--- config.mk ---
export PLATFORM = sky130hd
export DESIGN_NAME = keypad_entry
export DESIGN_NICKNAME = d
export VERILOG_FILES = /design/src/rtl/keypad_entry.sv
export SDC_FILE = /design/constraint.sdc
export NUM_CORES = 1
export LEC_CHECK = 0
export ABC_CLOCK_PERIOD_IN_PS = 6000
export BUFFER_PORTS_ARGS = -buffer_cell sky130_fd_sc_hd__buf_2
export CAP_MARGIN = 20
export CELL_PAD_IN_SITES_DETAIL_PLACEMENT = 0
export CELL_PAD_IN_SITES_GLOBAL_PLACEMENT = 1
export CORE_ASPECT_RATIO = 1.25
export CORE_MARGIN = 2
export CORE_UTILIZATION = 48
export CTS_CLUSTER_DIAMETER = 50
export CTS_CLUSTER_SIZE = 16
export DETAILED_ROUTE_END_ITERATION = 7
export PLACE_DENSITY_LB_ADDON = 0.25
export RECOVER_POWER = 100
export SYNTH_ARGS = -nofsm -noshare
export SYNTH_HDL_FRONTEND = slang
export SYNTH_SLANG_ARGS = --single-unit
--- constraint.sdc ---
create_clock -name clk -period 6 [get_ports clk]
set_input_delay 0 -clock clk [delete_from_list [all_inputs] [get_ports clk]]
set_output_delay 0 -clock clk [all_outputs]
set_load 0.01 [all_outputs]
--- src/rtl/keypad_entry.sv ---
// keypad_entry
//   Scans a 4x4 active-low matrix keypad, debounces the scan snapshots,
//   decodes the confirmed key and runs a decimal entry accumulator whose
//   value is committed downstream on the ENTER key.
//
// Ports
//   clk           system clock
//   reset         asynchronous, active-high reset
//   key_row[3:0]  keypad rows, active-low, asynchronous to clk
//   key_col[3:0]  keypad columns, active-low, exactly one low at a time
//   key_valid     1-cycle pulse on a confirmed key press
//   key_code[3:0] code of the last confirmed key
//   entry_value   live entered value (binary)
//   entry_digits  digits entered so far (0..5)
//   entry_err     1-cycle pulse when a digit is rejected
//   commit_value  value latched by ENTER
//   commit_valid  1-cycle pulse when commit_value is updated
module keypad_entry #(
  parameter logic [15:0] SCAN_DIV = 16'd5000,
  parameter logic [3:0]  DEBOUNCE = 4'd4
) (
  input  logic        clk,
  input  logic        reset,
  input  logic [3:0]  key_row,
  output logic [3:0]  key_col,
  output logic        key_valid,
  output logic [3:0]  key_code,
  output logic [15:0] entry_value,
  output logic [2:0]  entry_digits,
  output logic        entry_err,
  output logic [15:0] commit_value,
  output logic        commit_valid
);

  typedef enum logic [1:0] {
    ST_IDLE    = 2'd0,
    ST_PRESS   = 2'd1,
    ST_HELD    = 2'd2,
    ST_RELEASE = 2'd3
  } state_t;

  // Row synchronizer
  logic [3:0]  row_meta_q;
  logic [3:0]  row_sync_q;

  // Column scanner
  logic [15:0] div_q;
  logic [1:0]  col_q;
  logic [3:0]  key_col_q;
  logic [15:0] snap_q;
  logic        scan_done_q;

  // Debounce FSM
  state_t      state_q;
  logic [3:0]  cnt_q;
  logic [3:0]  cand_q;
  logic        key_valid_q;
  logic [3:0]  key_code_q;

  // Entry accumulator
  logic [15:0] entry_value_q;
  logic [2:0]  entry_digits_q;
  logic        entry_err_q;
  logic [15:0] commit_value_q;
  logic        commit_valid_q;

  // Snapshot classification and entry arithmetic
  logic [4:0]  snap_pop_s;
  logic [3:0]  snap_idx_s;
  logic        snap_none_s;
  logic        snap_single_s;
  logic [19:0] appended_s;
  logic        digit_ok_s;

  function automatic logic [4:0] popcount16(input logic [15:0] v);
    logic [4:0] n;
    n = 5'd0;
    for (int i = 0; i < 16; i++) begin
      n = n + {4'd0, v[i]};
    end
    return n;
  endfunction

  // Index of the lowest set bit; only meaningful when exactly one bit is set.
  function automatic logic [3:0] low_index(input logic [15:0] v);
    logic [3:0] idx;
    idx = 4'd0;
    for (int i = 15; i >= 0; i--) begin
      if (v[i]) begin
        idx = i[3:0];
      end else begin
        idx = idx;
      end
    end
    return idx;
  endfunction

  // Snapshot index is {column, row}; maps to the printed key legend.
  function automatic logic [3:0] key_map(input logic [3:0] idx);
    logic [3:0] code;
    case (idx)
      4'd0:    code = 4'h1;
      4'd1:    code = 4'h4;
      4'd2:    code = 4'h7;
      4'd3:    code = 4'hE;
      4'd4:    code = 4'h2;
      4'd5:    code = 4'h5;
      4'd6:    code = 4'h8;
      4'd7:    code = 4'h0;
      4'd8:    code = 4'h3;
      4'd9:    code = 4'h6;
      4'd10:   code = 4'h9;
      4'd11:   code = 4'hF;
      4'd12:   code = 4'hA;
      4'd13:   code = 4'hB;
      4'd14:   code = 4'hC;
      4'd15:   code = 4'hD;
      default: code = 4'h0;
    endcase
    return code;
  endfunction

  // Two-flop synchronizer for the asynchronous row inputs.
  always_ff @(posedge clk or posedge reset) begin
    if (reset) begin
      row_meta_q <= 4'hF;
      row_sync_q <= 4'hF;
    end else begin
      row_meta_q <= key_row;
      row_sync_q <= row_meta_q;
    end
  end

  // Column scanner: each column is driven for SCAN_DIV clocks and its rows are
  // captured on the last clock; scan_done_q flags a complete 16-bit snapshot.
  always_ff @(posedge clk or posedge reset) begin
    if (reset) begin
      div_q       <= 16'd0;
      col_q       <= 2'd0;
      key_col_q   <= 4'b1110;
      snap_q      <= 16'd0;
      scan_done_q <= 1'b0;
    end else begin
      scan_done_q <= 1'b0;
      if (div_q == SCAN_DIV - 16'd1) begin
        div_q                        <= 16'd0;
        snap_q[{col_q, 2'b00} +: 4]  <= ~row_sync_q;
        col_q                        <= col_q + 2'd1;
        key_col_q                    <= {key_col_q[2:0], key_col_q[3]};
        if (col_q == 2'd3) begin
          scan_done_q <= 1'b1;
        end else begin
          scan_done_q <= 1'b0;
        end
      end else begin
        div_q <= div_q + 16'd1;
      end
    end
  end

  // Snapshot classification and digit-append arithmetic (20-bit to hold value*10+9).
  always_comb begin
    snap_pop_s    = popcount16(snap_q);
    snap_idx_s    = low_index(snap_q);
    snap_none_s   = (snap_pop_s == 5'd0);
    snap_single_s = (snap_pop_s == 5'd1);
    appended_s    = ({4'd0, entry_value_q} * 20'd10) + {16'd0, key_code_q};
    digit_ok_s    = (entry_digits_q < 3'd5) && (appended_s <= 20'd65535);
  end

  // Debounce FSM, advanced once per completed scan.
  always_ff @(posedge clk or posedge reset) begin
    if (reset) begin
      state_q     <= ST_IDLE;
      cnt_q       <= 4'd0;
      cand_q      <= 4'd0;
      key_valid_q <= 1'b0;
      key_code_q  <= 4'd0;
    end else begin
      key_valid_q <= 1'b0;
      if (scan_done_q) begin
        case (state_q)
          ST_IDLE: begin
            if (snap_single_s) begin
              cand_q <= snap_idx_s;
              cnt_q  <= 4'd1;
              // A debounce depth of one confirms on the very first scan.
              if (DEBOUNCE <= 4'd1) begin
                state_q     <= ST_HELD;
                key_valid_q <= 1'b1;
                key_code_q  <= key_map(snap_idx_s);
              end else begin
                state_q <= ST_PRESS;
              end
            end else begin
              state_q <= ST_IDLE;
            end
          end
          ST_PRESS: begin
            if (snap_single_s && (snap_idx_s == cand_q)) begin
              cnt_q <= cnt_q + 4'd1;
              if ((cnt_q + 4'd1) >= DEBOUNCE) begin
                state_q     <= ST_HELD;
                key_valid_q <= 1'b1;
                key_code_q  <= key_map(cand_q);
              end else begin
                state_q <= ST_PRESS;
              end
            end else if (snap_single_s) begin
              cand_q <= snap_idx_s;
              cnt_q  <= 4'd1;
            end else begin
              state_q <= ST_IDLE;
            end
          end
          ST_HELD: begin
            if (snap_none_s) begin
              cnt_q <= 4'd1;
              if (DEBOUNCE <= 4'd1) begin
                state_q <= ST_IDLE;
              end else begin
                state_q <= ST_RELEASE;
              end
            end else begin
              state_q <= ST_HELD;
            end
          end
          ST_RELEASE: begin
            if (snap_none_s) begin
              cnt_q <= cnt_q + 4'd1;
              if ((cnt_q + 4'd1) >= DEBOUNCE) begin
                state_q <= ST_IDLE;
              end else begin
                state_q <= ST_RELEASE;
              end
            end else begin
              state_q <= ST_HELD;
            end
          end
          default: begin
            state_q <= ST_IDLE;
          end
        endcase
      end
    end
  end

  // Entry accumulator, acting on the cycle after each confirmed key.
  always_ff @(posedge clk or posedge reset) begin
    if (reset) begin
      entry_value_q  <= 16'd0;
      entry_digits_q <= 3'd0;
      entry_err_q    <= 1'b0;
      commit_value_q <= 16'd0;
      commit_valid_q <= 1'b0;
    end else begin
      entry_err_q    <= 1'b0;
      commit_valid_q <= 1'b0;
      if (key_valid_q) begin
        case (key_code_q)
          4'hA: begin
            entry_value_q  <= 16'd0;
            entry_digits_q <= 3'd0;
          end
          4'hB: begin
            if (entry_digits_q != 3'd0) begin
              entry_value_q  <= entry_value_q / 16'd10;
              entry_digits_q <= entry_digits_q - 3'd1;
            end else begin
              entry_value_q  <= entry_value_q;
            end
          end
          4'hC: begin
            commit_value_q <= entry_value_q;
            commit_valid_q <= 1'b1;
            entry_value_q  <= 16'd0;
            entry_digits_q <= 3'd0;
          end
          4'hD, 4'hE, 4'hF: begin
            entry_value_q <= entry_value_q;
          end
          default: begin
            // Codes 0..9 are decimal digits.
            if (digit_ok_s) begin
              entry_value_q  <= appended_s[15:0];
              entry_digits_q <= entry_digits_q + 3'd1;
            end else begin
              entry_err_q <= 1'b1;
            end
          end
        endcase
      end
    end
  end

  assign key_col      = key_col_q;
  assign key_valid    = key_valid_q;
  assign key_code     = key_code_q;
  assign entry_value  = entry_value_q;
  assign entry_digits = entry_digits_q;
  assign entry_err    = entry_err_q;
  assign commit_value = commit_value_q;
  assign commit_valid = commit_valid_q;

endmodule

======== Word level (Yosys, flattened, before mapping) ========
Memories as Yosys holds them, arrays and structs flattened. A register that Yosys moved wholly into a read port is not among the register bits.
Cells that the tools add are included.
cells by class
  add/subtract/negate cells ............... 22
  mux-type cells .......................... 51
  shift operators ......................... 2
  equal/unequal tests ..................... 18
  bitwise logic cells ..................... 2
  $lt $le $gt $ge ......................... 3
  div/mod/pow operators ................... 1
  reduce and logical (&&, ||, !) cells .... 16
  multiply operators ...................... 1
operators by type and width
  kind                                                                      number
  4-bit 2-to-1 mux                                                          22
  5-bit by 1-bit adder with 5-bit output                                    11
  16-bit 2-to-1 mux                                                         3
  16-bit case mux with 3 select lines                                       1
  4-bit == test (second input constant)                                     6
  20-bit by 4-bit adder with 20-bit output                                  1
  20-bit by 16-bit <= comparator with 1-bit output (second input constant)  1
  16-bit by 3-bit multiplier with 19-bit output (second input constant)     1
  16-bit by 1-bit adder with 16-bit output (second input constant)          1
  16-bit bitwise mux                                                        1
  16-bit by 4-bit divider with 16-bit output (second input constant)        1
  16-bit by 13-bit == test with 1-bit output (second input constant)        1
  4-bit case mux with 4 select lines                                        1
  4-bit by 6-bit variable shift with 16-bit output (first input constant)   1
  4-bit by 6-bit indexed part select with 16-bit output                     1
  1-bit 2-to-1 mux                                                          13
  2-bit 2-to-1 mux                                                          5
  3-bit case mux with 3 select lines                                        1
  2-bit != test (second input constant)                                     4
  2-bit case mux with 4 select lines                                        1
  4-bit case mux with 2 select lines                                        1
  4-bit AND reduction                                                       2
  2-bit == test (second input constant)                                     3
  3-bit 2-to-1 mux                                                          2
  27 further kinds                                                          31
storage, ports and cells
  bits in registers ....................... 95
  word-level logic and storage cells ...... 133
  ROM bits ................................ 64
  memories kept ........................... 1
  bits in writable memories ............... 0
  bits in latches ......................... 0
memory list
  memory            words  width  read ports  clocked after memory_dff  wr ports  line  RTL
  (name not given)  16     4      1           1                         0         101   case (idx)

======== Longest topological paths before layout ========
  word-level depth ........................ 21
  mapped depth ............................ 20

======== Worst setup path after synthesis ========
OpenSTA, ideal clock, no wires.
  path kind ............................... register to register
  start point ............................. register snap_q[11]
  end point ............................... register key_code_q[0], in the netlist key_code[0]
  path buffers ............................ 0
  setup slack ............................. 0.871 ns
  stages on the path, launching flop included .. 20
  arrival time ............................ 5.004 ns
  cells stage by stage .................... dfrtp_1 -> fa_1 -> inv_1 -> fa_1 -> inv_1 -> fa_1 -> inv_1 -> fa_1 -> inv_1 -> ha_1 -> inv_1 -> fa_1 -> a2111oi_0 -> a21oi_1 -> nor4b_1 -> nand2_1 -> nor2_1 -> nand3_1 -> nor3b_1 -> mux2_2
on the way
  cells in the longest elaborated chain, start to end .. 15
  elaborated cells between the ends (all ways) .. 21
  those cells by class .................... 5 x add/sub; 2 x eq/ne; 12 x mux; 2 x reduce/logical
RTL lines
  item                                                                                             line  RTL
  start, declared                                                                                  50    logic [15:0] snap_q;
  start signal, assigned by index                                                                  147   snap_q[{col_q, 2'b00} +: 4] <= ~row_sync_q;
  parallel branches: the longest is 13 deep, another holds 5-bit by 1-bit adder with 5-bit output  --
  1-bit logical AND (*)                                                                            200   if (snap_single_s && (snap_idx_s == cand_q)) begin
  4-bit AND reduction (no source line) (*)                                                         --
  end, declared                                                                                    58    logic [3:0] key_code_q;
Mark *: on every way between the ends.
A chain may end at the register's enable or synchronous reset.

======== Worst setup path after layout ========
Same ends and word-level chain as after synthesis.

==> results by group <==
Pwr
  • P_sw: 0.000287 W
  • P_leak: 3.79 nW
  • Pwr/cell area: 152 mW/mm2
  • Clock power frac: 48.1%
  • Worst VDD drop: 0.000209 V
  • Int Pwr: 0.00104 W
  • Logic pwr share: 1.3%
  • Switching part of the total: 21.6%
  • Sequential power share: 50.6%

Critical path
  • Worst setup EP type: flip-flop
  • WP data arrival: 5740 ps
  • CP Data Required Time: 6240 ps
  • Worst setup path class: flip-flop to flip-flop
  • CP Launch Type: flip-flop
  • Largest fanout on the critical path: 5

Clocking
  • CTS max path bufs: 2
  • Sink Count: 99
  • Worst-Skew Late Latency: 360 ps
  • CTS tree: yes
  • Htree depth: 3
  • CTS clk-pin slew, worst paths: 70 ps
  • Num CTS Buffers: 9
  • CTS resizes: 0
  • Clock Tree Root: clkbuf_16
  • Post-CTS setup buffer count: 0
  • Cts hold-fix bufs: 5

Floorplan
  • IO Pins: 52
  • # rows: 52
  • Initial Util: 49.2%
  • Die height: 148 um
  • Core box area: 0.0162 mm2
  • Die Width: 119 um
  • DIE AREA: 0.0176 mm2

Routing
  • DRT Pass-1 Iters: 7
  • Final WL: 19.9 mm
  • Detailed-route vias per instance: 5.94
  • First DRT Iteration DRCs: 497
  • Post-route ant nets: 0
  • Routed wire per std cell: 16.8 um
  • Vias: 7,011
  • Drc violations: 0

STA
  • Final setup TNS: 0 ps
  • Final setup vio count: 0
  • Fmax: 182 MHz
  • Worst slew margin: -161%
  • Slew of the pin with the lowest slew margin: 3910 ps
  • Min Tclk post-route: 5500 ps
  • Period utilization: 91.6%
  • Max-slew violations: 75
  • Setup ws final: 501 ps
  • Clock Skew: 8.71 ps
  • Unrepaired setup endpoints after global routing: false
  • Hold Fails Final Rpt: 0

Logic synthesis
  • Synth cell count leaders: nand2_1 (93), dfrtp_1 (88), nor2_1 (63), o21ai_0 (55), a21oi_1 (54)
  • Async SR Flop Fraction: 100%
  • Seq cells post-synth: 99
  • Yosys warns: 0
  • Most frequent cell after synthesis: nand2_1
  • Post-Syn Area per Cell: 8.67 um2
  • Cell Area, Synth: 0.00797 mm2
  • Top cell type's share of synthesized area: 27.6%
  • Top FF cell, synth: dfrtp_1
  • Sequential share of the synthesized area: 31.3%
  • Main area contributors after synthesis: dfrtp_1 (28%), ha_1 (6.8%), nand2_1 (4.4%), mux2_2 (4.1%), dfstp_2 (3.6%)
  • Netlist cell types: 92
  • Mapped Nets: 981
  • EDFF count, synth: 0
  • Post-Syn Instances: 919
  • Largest area contributor in the netlist: dfrtp_1

GRT
  • Total GRT Usage: 23.3%
  • Wire length of the first global-routing pass: 33.5 mm
  • Initial antenna violation count: 0
  • Vias in the first global route: 6,849
  • Grt ovf: 0
  • Largest net degree at the start of global routing: 75

Placed design
  • GPL Wtd Cong: 0.877
  • Placed Cells: 1,160
  • Port-buffer cells: 51
  • DP Worst Slack: 440 ps
  • Post-detail-place hpwl: 15.1 mm

Cells and area
  • Share of layout cells above drive strength 1: 11.8%
  • ANT cells: 0
  • Core Util, Final: 54.0%
  • Area growth syn-to-layout: 9.72%
  • Non-filler cells, final: 1,181
  • Final net count: 1,022
  • Number of fill cells: 1,529

Min path
  • Hold WC Path Type: input pin to flip-flop

Flow run
  • Maxcap violations: 1

Run status
  • Status: finished, violations left
  • Failing checks: max-capacitance violations, max-slew violations
==> metrics by stage <==
step                      hold WS (ps)  cell area [um2]  power [W]
after global placement           -8.18             8460   0.000703
after detailed placement         -4.49             8460   0.000703
after global routing               278             8740    0.00138
after floorplan                   4.48             7970   0.000696
after CTS                          160             8830    0.00135
final                              281             8740    0.00133
==> placed cells by master, fill, tap and decap left out, types with 9 or more instances in the layout <==
cell type	n
a21o_1	9
a21oi_1	54
and3_1	9
buf_2	16
buf_4	13
clkbuf_1	47
clkbuf_16	9
dfrtp_1	88
fa_1	13
ha_1	43
inv_1	44
mux2_2	29
mux2i_1	9
nand2_1	93
nand2b_1	10
nand3_1	29
nor2_1	63
nor2b_1	14
nor3_1	20
nor4_1	11
o211ai_1	9
o21ai_0	55
o22ai_1	12
o31ai_1	21
or3_1	9
xnor2_1	25
xor2_1	20
==> power by group through the flow <==
stage | combinational [W] | clock [W] | sequential (W)
floorplan | 0.00000963 | 0 | 0.000686
global placement | 0.0000157 | 0 | 0.000687
detailed placement | 0.0000160 | 0 | 0.000687
CTS | 0.0000184 | 0.000657 | 0.000674
global route | 0.0000202 | 0.000681 | 0.000675
finish | 0.0000167 | 0.000641 | 0.000674
==> critical path: stages (launching register included) <==
cell	delay [ps]
dfrtp_1	430
fa_1	550
inv_1	50
fa_1	470
inv_1	50
fa_1	470
inv_1	50
fa_1	430
inv_1	70
ha_1	150
inv_1	60
fa_1	370
a2111oi_0	370
a21oi_1	70
nor4b_1	480
nand2_1	140
nor2_1	140
nand3_1	130
nor3b_1	520
mux2_2	400
==> state kept, by name (all words and copies together), names as in the netlist <==
name / flops
commit_value: 16
div_q: 16
entry_value: 16
snap_q: 16
cand_q: 4
cnt_q: 4
key_code: 4
key_col: 4
row_meta_q: 4
row_sync_q: 4
entry_digits: 3
col_q: 2
state_q: 2
commit_valid: 1
entry_err: 1
key_valid: 1
scan_done_q: 1
==> kinds of logic (layout without fill, tap and decap cells) <==
family / count (synthesis) / after routing / share of synthesized area, %
compound gates: 250 / 250 / 21.0
xor+xnor: 45 / 45 / 4.95
fa+ha+maj: 58 / 58 / 10.3
buf+inv: 97 / 143 / 5.07
flops: 99 / 99 / 31.3
mux: 39 / 39 / 5.37
simple gates: 331 / 331 / 22.0
==> metal layers <==
layer / vias up / share of wire (%) / wire length, um / GRT usage, %
li1: 3444 / - / - / -
met1: 3389 / 42 / 8330 / 27.7
met2: 130 / 52 / 10400 / 42.5
met3: 48 / 2.5 / 503 / 2.78
met4: 0 / 3.2 / 626 / 9.94
met5: - / 0 / 0 / 0
==> worst paths after layout <==
| kind | slack [ps] | cells past startpoint | to | from |
|---|---|---|---|---|
| max | 500 | 19 | key_code[0]$_DFFE_PP0P_ | snap_q[11]$_DFFE_PP0P_ |
| min in group asynchronous | 410 | 3 | commit_value[1]$_DFFE_PP0P_ | reset |
| min | 280 | 2 | row_meta_q[0]$_DFF_PP1_ | key_row[0] |
| min reg2reg | 360 | 0 | row_sync_q[0]$_DFF_PP1_ | row_meta_q[0]$_DFF_PP1_ |
| max reg2reg | 500 | 19 | key_code[0]$_DFFE_PP0P_ | snap_q[11]$_DFFE_PP0P_ |
| max in group asynchronous | 1390 | 4 | entry_digits[0]$_DFFE_PP0P_ | reset |
==> cell type report <==
cell class                 instances  area (um2)  share of cell area [%]
sequential                        99        2490                    28.5
clock inverter                     7         100                    1.15
inverter                          46         174                    1.99
tap                              216         270                    3.09
timing repair buffer              81         404                    4.62
multi-input combinational        723        5080                    58.1
clock buffer                       9         225                    2.58
Note: power is estimated with default switching activity, not from simulation.
